<file path="src/rtl/imem_fetch_ctrl_pkg.sv">
// Shared fetch-path types and default sizing for imem_fetch_ctrl and its skid FIFO.
package fetch_pkg;

  localparam int          ADDR_W     = 32;
  localparam int          DATA_W     = 32;
  localparam int          IMEM_WORDS = 128;
  localparam logic [31:0] RESET_PC   = 32'h0000_0000;

  typedef enum logic [1:0] {
    RUN   = 2'd0,
    HALT  = 2'd1,
    FAULT = 2'd2
  } fetch_state_t;

  typedef struct packed {
    logic [ADDR_W-1:0] pc;
    logic [DATA_W-1:0] instr;
  } fetch_entry_t;

  function automatic logic [ADDR_W-1:0] align_pc(input logic [ADDR_W-1:0] addr);
    return {addr[ADDR_W-1:2], 2'b00};
  endfunction

endpackage

</file>
<file path="src/rtl/imem_fetch_ctrl_if.sv">
// Fetch-side bus: instruction memory port, control-unit redirect/halt, decode handshake.
interface imem_fetch_ctrl_if;

  logic [fetch_pkg::ADDR_W-1:0] ImemAddr;
  logic [fetch_pkg::DATA_W-1:0] ImemInstr;
  logic                         Redirect;
  logic [fetch_pkg::ADDR_W-1:0] RedirectPC;
  logic                         Halt;
  logic                         FetchValid;
  logic                         FetchReady;
  logic [fetch_pkg::DATA_W-1:0] FetchInstr;
  logic [fetch_pkg::ADDR_W-1:0] FetchPC;
  logic                         FetchFault;

  modport master (
    output ImemAddr, FetchValid, FetchInstr, FetchPC, FetchFault,
    input  ImemInstr, Redirect, RedirectPC, Halt, FetchReady
  );

  modport slave (
    input  ImemAddr, FetchValid, FetchInstr, FetchPC, FetchFault,
    output ImemInstr, Redirect, RedirectPC, Halt, FetchReady
  );

endinterface

</file>
<file path="src/rtl/imem_fetch_ctrl_skid_fifo.sv">
// 2-entry {PC,instr} FIFO with flush; head is a register, written 1 cycle after push.
// Pop needs head_vld && head_rdy; a push is dropped only if full without a same-cycle pop.
module fetch_skid_fifo
  import fetch_pkg::*;
(
  input  logic         clk,
  input  logic         rst_n,
  input  logic         push_vld,
  input  fetch_entry_t push_dat,
  input  logic         head_rdy,
  input  logic         flush,
  output logic         head_vld,
  output fetch_entry_t head_dat,
  output logic [1:0]   count
);

  fetch_entry_t ent0_q, ent0_d;
  fetch_entry_t ent1_q, ent1_d;
  logic [1:0]   count_q, count_d;
  logic         pop;
  logic         push_ok;

  always_comb begin
    ent0_d  = ent0_q;
    ent1_d  = ent1_q;
    count_d = count_q;
    pop     = head_rdy && (count_q != 2'd0);
    push_ok = push_vld && ((count_q < 2'd2) || pop);
    if (flush) begin
      count_d = 2'd0;
    end else begin
      unique case ({push_ok, pop})
        2'b10: begin
          if (count_q == 2'd0) ent0_d = push_dat;
          else                 ent1_d = push_dat;
          count_d = count_q + 2'd1;
        end
        2'b01: begin
          ent0_d  = ent1_q;
          count_d = count_q - 2'd1;
        end
        2'b11: begin
          // Count is unchanged; the new entry lands behind whatever survives the pop.
          if (count_q == 2'd1) begin
            ent0_d = push_dat;
          end else begin
            ent0_d = ent1_q;
            ent1_d = push_dat;
          end
        end
        default: ;
      endcase
    end
  end

  always_ff @(posedge clk or negedge rst_n) begin
    if (!rst_n) begin
      ent0_q  <= '0;
      ent1_q  <= '0;
      count_q <= 2'd0;
    end else begin
      ent0_q  <= ent0_d;
      ent1_q  <= ent1_d;
      count_q <= count_d;
    end
  end

  assign head_vld = (count_q != 2'd0);
  assign head_dat = ent0_q;
  assign count    = count_q;

endmodule

</file>
<file path="src/rtl/imem_fetch_ctrl.sv">
// PC sequencer + RUN/HALT/FAULT FSM feeding a 2-entry skid FIFO; first entry visible 1 cycle after reset release,
// then 1 instr/cycle; fetch stalls (PC holds) when the FIFO is full. Bound/alignment faults with IMEM_BOUND_CHECK_EN.
module imem_fetch_ctrl
  import fetch_pkg::*;
(
  input  logic                Clk,
  input  logic                Reset_n,
  imem_fetch_ctrl_if.master   bus
);

  fetch_state_t      state_q, state_d;
  logic [ADDR_W-1:0] pc_q, pc_d;
  logic [1:0]        count;
  logic              head_vld;
  fetch_entry_t      head_dat;
  fetch_entry_t      push_ent;
  logic              pop;
  logic              push_req;
  logic              push;
  logic              pc_oob;

  assign pop      = head_vld && bus.FetchReady;
  assign push_req = (state_q == RUN) && !bus.Halt && !bus.Redirect && ((count < 2'd2) || pop);

`ifdef IMEM_BOUND_CHECK_EN
  logic fault_q, fault_d;
  assign pc_oob = (pc_q >= ADDR_W'(IMEM_WORDS * 4));
`else
  assign pc_oob = 1'b0;
`endif

  assign push = push_req && !pc_oob;

  always_comb begin
    state_d = state_q;
    pc_d    = pc_q;
    if (push) pc_d = pc_q + ADDR_W'(4);
    if (bus.Redirect) begin
      pc_d    = align_pc(bus.RedirectPC);
      state_d = RUN;
`ifdef IMEM_BOUND_CHECK_EN
      if (bus.RedirectPC[1:0] != 2'b00) state_d = FAULT;
`endif
    end else begin
      unique case (state_q)
        RUN: begin
          if (push_req && pc_oob) state_d = FAULT;
          else if (bus.Halt)      state_d = HALT;
        end
        HALT: begin
          if (!bus.Halt) state_d = RUN;
        end
        default: ;
      endcase
    end
`ifdef IMEM_BOUND_CHECK_EN
    fault_d = (state_d == FAULT);
`endif
  end

  always_ff @(posedge Clk or negedge Reset_n) begin
    if (!Reset_n) begin
      state_q <= RUN;
      pc_q    <= RESET_PC;
`ifdef IMEM_BOUND_CHECK_EN
      fault_q <= 1'b0;
`endif
    end else begin
      state_q <= state_d;
      pc_q    <= pc_d;
`ifdef IMEM_BOUND_CHECK_EN
      fault_q <= fault_d;
`endif
    end
  end

  assign push_ent.pc    = pc_q;
  assign push_ent.instr = bus.ImemInstr;

  // Redirect flushes the FIFO; a head pop in the same cycle is subsumed by the flush.
  fetch_skid_fifo u_fifo (
    .clk      (Clk),
    .rst_n    (Reset_n),
    .push_vld (push),
    .push_dat (push_ent),
    .head_rdy (bus.FetchReady),
    .flush    (bus.Redirect),
    .head_vld (head_vld),
    .head_dat (head_dat),
    .count    (count)
  );

  assign bus.ImemAddr   = pc_q;
  assign bus.FetchValid = head_vld;
  assign bus.FetchInstr = head_dat.instr;
  assign bus.FetchPC    = head_dat.pc;
`ifdef IMEM_BOUND_CHECK_EN
  assign bus.FetchFault = fault_q;
`else
  assign bus.FetchFault = 1'b0;
`endif

endmodule

</file>
<file path="src/flat_wrapper.sv">
// flat-port wrapper written by rule: the top's interface ports become plain ports
module imem_fetch_ctrl_flat import fetch_pkg::*;
  (Clk, Reset_n, bus_ImemAddr, bus_FetchValid, bus_FetchInstr, bus_FetchPC, bus_FetchFault, bus_ImemInstr, bus_Redirect, bus_RedirectPC, bus_Halt, bus_FetchReady);
  imem_fetch_ctrl_if bus_i ();
  input  logic Clk;
  input  logic Reset_n;
  output wire logic [$bits(bus_i.ImemAddr)-1:0] bus_ImemAddr;
  output wire logic [$bits(bus_i.FetchValid)-1:0] bus_FetchValid;
  output wire logic [$bits(bus_i.FetchInstr)-1:0] bus_FetchInstr;
  output wire logic [$bits(bus_i.FetchPC)-1:0] bus_FetchPC;
  output wire logic [$bits(bus_i.FetchFault)-1:0] bus_FetchFault;
  input wire logic [$bits(bus_i.ImemInstr)-1:0] bus_ImemInstr;
  input wire logic [$bits(bus_i.Redirect)-1:0] bus_Redirect;
  input wire logic [$bits(bus_i.RedirectPC)-1:0] bus_RedirectPC;
  input wire logic [$bits(bus_i.Halt)-1:0] bus_Halt;
  input wire logic [$bits(bus_i.FetchReady)-1:0] bus_FetchReady;
  assign bus_ImemAddr = bus_i.ImemAddr;
  assign bus_FetchValid = bus_i.FetchValid;
  assign bus_FetchInstr = bus_i.FetchInstr;
  assign bus_FetchPC = bus_i.FetchPC;
  assign bus_FetchFault = bus_i.FetchFault;
  assign bus_i.ImemInstr = bus_ImemInstr;
  assign bus_i.Redirect = bus_Redirect;
  assign bus_i.RedirectPC = bus_RedirectPC;
  assign bus_i.Halt = bus_Halt;
  assign bus_i.FetchReady = bus_FetchReady;
  imem_fetch_ctrl u_core (.Clk(Clk), .Reset_n(Reset_n), .bus(bus_i));
endmodule
</file>
<file path="config.mk">
export PLATFORM = sky130hd
export DESIGN_NAME = imem_fetch_ctrl_flat
export DESIGN_NICKNAME = d
export VERILOG_FILES = /design/src/rtl/imem_fetch_ctrl_pkg.sv /design/src/rtl/imem_fetch_ctrl_if.sv /design/src/rtl/imem_fetch_ctrl_skid_fifo.sv /design/src/rtl/imem_fetch_ctrl.sv /design/src/flat_wrapper.sv
export SDC_FILE = /design/constraint.sdc
export NUM_CORES = 1
export LEC_CHECK = 0
export CORE_UTILIZATION = 44
export DETAILED_ROUTE_END_ITERATION = 8
export PLACE_DENSITY = 0.7
export SYNTH_ARGS = -nofsm -noshare
export SYNTH_HDL_FRONTEND = slang
export SYNTH_SLANG_ARGS = --single-unit
</file>
<file path="constraint.sdc">
create_clock -name Clk -period 3.22 [get_ports Clk]
set_clock_uncertainty 0.05 [all_clocks]
set_input_delay 0.644 -clock Clk [delete_from_list [all_inputs] [get_ports Clk]]
set_output_delay 0.644 -clock Clk [all_outputs]
set_load 0.02 [all_outputs]
</file>
Yosys cells after proc, flatten, opt, wreduce, memory -nomap -nowiden
Index checks and enable logic that the tools add are counted.
{ "totals": {"regBits": 164, "in_bits": 69} }
{ "classes": {"n_addsub": 3, "n_lt_le_gt_ge": 1, "eq_ne": 10, "muxes": 14, "n_bitwise": 1, "n_reduce_logical": 19} }
{ "ops": {"columns": ["op", "n"], "rows": [
  ["2-to-1 mux 64 bit", 4],
  ["case mux 64 bit (3 select lines)", 1],
  ["case mux 64 bit (2 select lines)", 1],
  ["2-to-1 mux 32 bit", 2],
  ["adder 32 x 3 -> 32 bit (second input constant)", 1],
  ["nonzero test 3 bit", 3],
  ["2-to-1 mux 2 bit", 4],
  ["case mux 2 bit (2 select lines)", 2],
  ["equality test 2 x 1 -> 1 bit (second input constant)", 3],
  ["!= test 2 bit (second input constant)", 3],
  ["!= test 3 bit (second input constant)", 2],
  ["AND reduction 3 bit", 2],
  ["nonzero test 2 bit", 3],
  ["logical AND 1 bit", 5],
  ["equality test 2 bit (second input constant)", 2],
  ["logical NOT 2 bit", 2],
  ["AND reduction 4 bit", 1],
  ["adder 2 x 1 -> 2 bit (second input constant)", 1],
  ["logical NOT 1 bit", 2],
  ["less-than comparator 2 bit (second input constant)", 1],
  ["subtractor 2 x 1 -> 2 bit (second input constant)", 1],
  ["logical OR 1 bit", 1],
  ["inverter 1 bit", 1]
]} }

Longest topological paths before layout
{ "depth": {"word_depth": 8, "ltp_mapped": 9, "mapped_depth_nobuf": 7} }

Cells and area by module
Synthesis repeated with hierarchy kept, for this count alone.
{ "hier_totals": {"hier_cells": 655, "area_unflattened_um2": 7367.1} }
{ "by_module_without_submodules": {"columns": ["mod", "instances", "cells_each", "area_per_inst_um2", "seq_area_each_um2"], "rows": [
  ["fetch_skid_fifo", 1, 434, 5487.8, 3253.1],
  ["imem_fetch_ctrl", 1, 221, 1879.3, 775.7]
]} }

Worst setup path after synthesis
OpenSTA, ideal clock, no wires.
{ "synth_path": {"path_type": "input to register", "from": "in bus_Redirect", "to": "reg u_core.u_fifo.ent1_q[0] (netlist name)", "setup_time_ns": 0.125, "arrival_time_ns": 2.153, "required_time_ns": 3.045, "slack_ns": 0.893, "path_stages": 6, "path_cell_list": "buf_2 > nor3_4 > o21ai_2 > a211oi_4 > buf_6 > mux2_2"} }
{ "synth_via": {"elab_chain_cells": 7} }
{ "synth_rtl": {"columns": ["item", "line", "text"], "rows": [
  ["from (decl)", "flat_wrapper.sv:13", "input wire logic [$bits(bus_i.Redirect)-1:0] bus_Redirect;"],
  ["logical NOT 1 bit", "imem_fetch_ctrl.sv:23", "assign push_req = (state_q == RUN) && !bus.Halt && !bus.Redirect && ((count < 2'd2) || pop);"],
  ["logical AND 1 bit (2 in series)", "imem_fetch_ctrl.sv:23", null],
  ["logical AND 1 bit", "imem_fetch_ctrl_skid_fifo.sv:28", "push_ok = push_vld && ((count_q < 2'd2) || pop);"],
  ["equality test 2 bit", "imem_fetch_ctrl_skid_fifo.sv:32", "unique case ({push_ok, pop})"],
  ["!= test 2 bit (no source line) or nonzero test 2 bit (tied branches)", null, null],
  ["AND reduction 4 bit (no source line)", null, null],
  ["to (signal assigned)", "imem_fetch_ctrl_skid_fifo.sv:63", "ent1_q <= ent1_d;"],
  ["to (decl)", "imem_fetch_ctrl_skid_fifo.sv:18", "fetch_entry_t ent1_q, ent1_d;"]
]} }
Several ways; a longest one is shown, not always the timed one.
A chain may end at the register's enable or synchronous reset.

Final worst setup path
{ "layout_path": {"from": "reg u_core.u_fifo.count_q[1], in the netlist u_core.u_fifo.count[1]", "to": "out bus_FetchValid"} }
{ "layout_via": {"elab_chain_cells": 1} }
{ "layout_rtl": {"columns": ["item", "line", "text"], "rows": [
  ["from (decl)", "imem_fetch_ctrl_skid_fifo.sv:19", "logic [1:0] count_q, count_d;"],
  ["from (signal assigned)", "imem_fetch_ctrl_skid_fifo.sv:64", "count_q <= count_d;"],
  ["nonzero test 2 bit", "imem_fetch_ctrl_skid_fifo.sv:68", "assign head_vld = (count_q != 2'd0);"],
  ["to (decl)", "flat_wrapper.sv:8", "output wire logic [$bits(bus_i.FetchValid)-1:0] bus_FetchValid;"]
]} }
Every way passes these cells.

==> run_results.csv <==
group,metric,value,unit
synth,ys_dominant_reg_cell,"sky130_fd_sc_hd__dfrtp_1",
floorplanning,fp.dieArea,0.01697,mm^2
critical_path,timing.setup.critical_path_class,"reg2out",
global_routing,overflow,0,
clock_tree,tritoncts,"done",
global_routing,vias_in_the_first_global_route,5670,
critical_path,cells_along_the_critical_path,"inv_1 -> ha_1 -> inv_1 -> clkdlybuf4s50_1",
synth,mappedNetlistArea,0.007238,mm^2
clock_tree,cts_root_buf,"sky130_fd_sc_hd__clkbuf_16",
placed_design,port_buffers,161,
clock_tree,cts-root-to-sink-buffers,2,
clock_tree,hold_fix_buffers_at_cts,0,
routing,via_count,5550,
synth,synthesis.yosys.warnings,0,
power_and_ir_drop,p_total,8.739,mW
synth,yosys.cell_types.count,44,
status,outcome,"completed",
floorplanning,count_of_pins_on_the_block_boundary,167,
clock_tree,clock-sinks,158,
global_routing,pin_count_of_the_biggest_net_entering_global_routing,126,
critical_path,crit_path_frequent_cell,"sky130_fd_sc_hd__inv_1",
global_routing,antenna_found_initial,0,
synth,syn_inst,643,
timing,finalMaxSlewViolations,0,
synth,synth.ff_latch_count,158,
routing,ant_nets,0,
critical_path,critical-path-max-stage-delay,0.56,ns
timing,rsz_0062_raised_after_global_routing,"false",
timing,fraction_of_the_cycle_the_final_worst_path_needs,0.8332,
timing,timing_hold_violations_final,0,
synth,ys_async_sr_fraction,1.000,
critical_path,worst_ep_arrival_time,1.99,ns
routing,drt_first_pass_iters,4,
floorplanning,initial_utilization,0.4524,
power_and_ir_drop,worst_ir_drop_on_vdd,0.4057,mV
synth,synth-seq-area-share,0.5462,
critical_path,critPathMaxFanout,5,
synth,post_synth.cell_area_avg,11.26,um^2
critical_path,critPathCaptureType,"output port",
timing,setup_viol,0,
floorplanning,placementRows,46,
clock_tree,cts-buffers-inserted,17,
floorplanning,die_x,130.3,um
routing,routed_wl,17.64,mm
hold_path,hold_path.class,"in2async",
job,drv_cap,0,
power_and_ir_drop,static-leakage-power,3.867,nW
finish,n_antenna_cell,0,
critical_path,timing.critical_path.from_type,"flip-flop",
clock_tree,cts.reportedPaths.clkPinSlew,0.06,ns
critical_path,critPathTopFamily,"buffers and inverters",
routing,drc_violations_left,0,
floorplanning,die_h,130.3,um
clock_tree,postCtsResizedCells,0,
global_routing,first_pass_grt_wire_length,28.56,mm
timing,setup_tns,0,ns
finish,layout_cells_sized_above_1,0.1356,
clock_tree,cts_max_level,4,
synth,synth_edf_count,0,
routing,drtIter0Drc,302,
critical_path,crit_path_top_delay_cell,"sky130_fd_sc_hd__clkdlybuf4s50_1",
clock_tree,postCtsSetupBuffers,0,
floorplanning,std_cell_core_area,0.01600,mm^2
placed_design,hpwl,11.42,mm
routing,avgRoutedWirePerCell,17.29,um
timing,relSlewSlack,0.3888,
global_routing,gr-usage-all-layers,0.2203,
critical_path,path_buf_inv,3,
timing,final.min_clock_period,2.683,ns
clock_tree,clk-insertion-delay-late,0.42,ns
placed_design,place_congestion,0.8217,
timing,fmaxAchievable,372.7,MHz
routing,avgViaCountPerCell,5.441,
power_and_ir_drop,power.density,913.5,mW/mm^2
finish,finalNetCount,863,
critical_path,crit_required,2.53,ns
finish,syn2layout_area_growth,32.17,%
timing,worst_pin_slew,0.9134,ns
==> report_power, final <==
group	internal, mW	leakage [nW]	switching (mW)
combinational	1.75	1.75	1.78
clock	0.998	0.254	0.857
sequential	2.82	1.87	0.537
==> cell usage after synthesis (4+ instances only) <==
library cell               instances  share of area
sky130_fd_sc_hd__dfrtp_1         158           0.55
sky130_fd_sc_hd__nor2_1           76          0.039
sky130_fd_sc_hd__a21oi_1          73          0.050
sky130_fd_sc_hd__mux2i_1          63          0.087
sky130_fd_sc_hd__mux2_2           57          0.089
sky130_fd_sc_hd__nand2_1          42          0.022
sky130_fd_sc_hd__nand3_1          19          0.013
sky130_fd_sc_hd__clkbuf_1         17         0.0088
sky130_fd_sc_hd__buf_2            16          0.011
sky130_fd_sc_hd__o21ai_0          14         0.0097
sky130_fd_sc_hd__nand4_1          12          0.010
sky130_fd_sc_hd__o211ai_1          8         0.0083
sky130_fd_sc_hd__o311ai_0          7         0.0085
sky130_fd_sc_hd__buf_4             6         0.0062
sky130_fd_sc_hd__buf_6             6         0.0093
sky130_fd_sc_hd__inv_1             6         0.0031
sky130_fd_sc_hd__a221o_1           5         0.0069
sky130_fd_sc_hd__mux2_1            5         0.0078
sky130_fd_sc_hd__and3_1            4         0.0035
sky130_fd_sc_hd__nor2b_1           4         0.0035
==> kinds of logic (layout without fill, tap and decap cells) <==
logic type | count (synthesis) | after routing | synth area share
buf+inv | 51 | 210 | 0.03855
fa+ha+maj | 3 | 3 | 0.005186
simple gates | 175 | 175 | 0.1141
flops | 158 | 158 | 0.5462
xor+xnor | 5 | 5 | 0.006051
mux | 125 | 125 | 0.1836
compound gates | 125 | 125 | 0.1058
other cells | 1 | 3 | 0.0005181
==> routing by layer <==
metal  routed length, um  global-route usage  share of wire  vias up
met5                   0                   0              0        -
met2                8221              0.3423           0.47      219
met3                1347             0.06437          0.076       26
met4                 279             0.08345          0.016        0
li1                    -                   -              -     2592
met1                7786              0.2913           0.44     2713
==> worst paths after layout <==
path | startpoint | slack (ns) | to | depth (start not counted)
worst max-delay path | u_core.u_fifo.count[1] | 0.54 | bus_FetchValid | 4
worst min-delay path | Reset_n | 0.18 | u_core.u_fifo.ent1_q[29] | 1
worst max register to register | u_core.u_fifo.count[1] | 0.58 | u_core.bus.ImemAddr[12] | 7
worst min register to register | u_core.u_fifo.ent1_q[60] | 0.44 | u_core.u_fifo.ent1_q[60] | 1
max in group asynchronous | Reset_n | 1.98 | u_core.u_fifo.head_dat[6] | 2
min in group Clk | u_core.u_fifo.ent1_q[60] | 0.44 | u_core.u_fifo.ent1_q[60] | 1
==> cell usage in the layout (no fill, tap or decap), drive strengths merged, types with 3 or more instances in the layout <==
cell type | Yosys | layout
nand4 | 12 | 12
clkinv | 0 | 5
buf | 28 | 12
clkdlybuf4s50 | 0 | 160
xor2 | 3 | 3
nor2 | 76 | 76
and3 | 4 | 4
conb | 1 | 3
a21oi | 73 | 73
nand3 | 19 | 19
a21o | 3 | 3
mux2i | 63 | 63
ha | 3 | 3
and4 | 3 | 3
a221o | 5 | 5
inv | 6 | 11
clkbuf | 17 | 18
o311ai | 7 | 7
nand2 | 42 | 42
nor3 | 4 | 4
o21ai | 15 | 15
clkinvlp | 0 | 4
o221ai | 3 | 3
mux2 | 62 | 62
dfrtp | 158 | 158
nor4 | 5 | 5
nor2b | 4 | 4
o211ai | 8 | 8
==> metrics by stage <==
stage	setup WS, ns	cell area [um^2]	utilization	hold slack, ns	std cells
6_report	0.5370	9567	0.5979	0.1808	1020
2_1_floorplan	0.8925	7246	-	0.2984	645
4_1_cts	0.5517	9567	0.5979	0.1859	1020
5_1_grt	0.4122	9567	0.5979	0.2094	1020
3_5_place_dp	0.3986	9027	0.5642	0.4247	988
3_3_place_gp	0.4631	9027	0.5642	0.4164	988
==> state kept, by name (all words and copies together), names as in the netlist <==
register,cells
u_core.u_fifo.head_dat,63
u_core.u_fifo.count,2
u_core.state_q,1
u_core.u_fifo.ent1_q,62
u_core.bus.ImemAddr,30
==> layout make-up <==
| type | count | area (um^2) |
|---|---|---|
| Multi-Input combinational cell | 436 | 3035 |
| Tap cell | 216 | 270.3 |
| Fill cell | 1344 | 6434 |
| Clock buffer | 18 | 429.2 |
| Inverter | 6 | 22.52 |
| Clock inverter | 14 | 110.1 |
| Timing Repair Buffer | 172 | 1745 |
| Sequential cell | 158 | 3954 |
(Power assumes the default switching activity.)
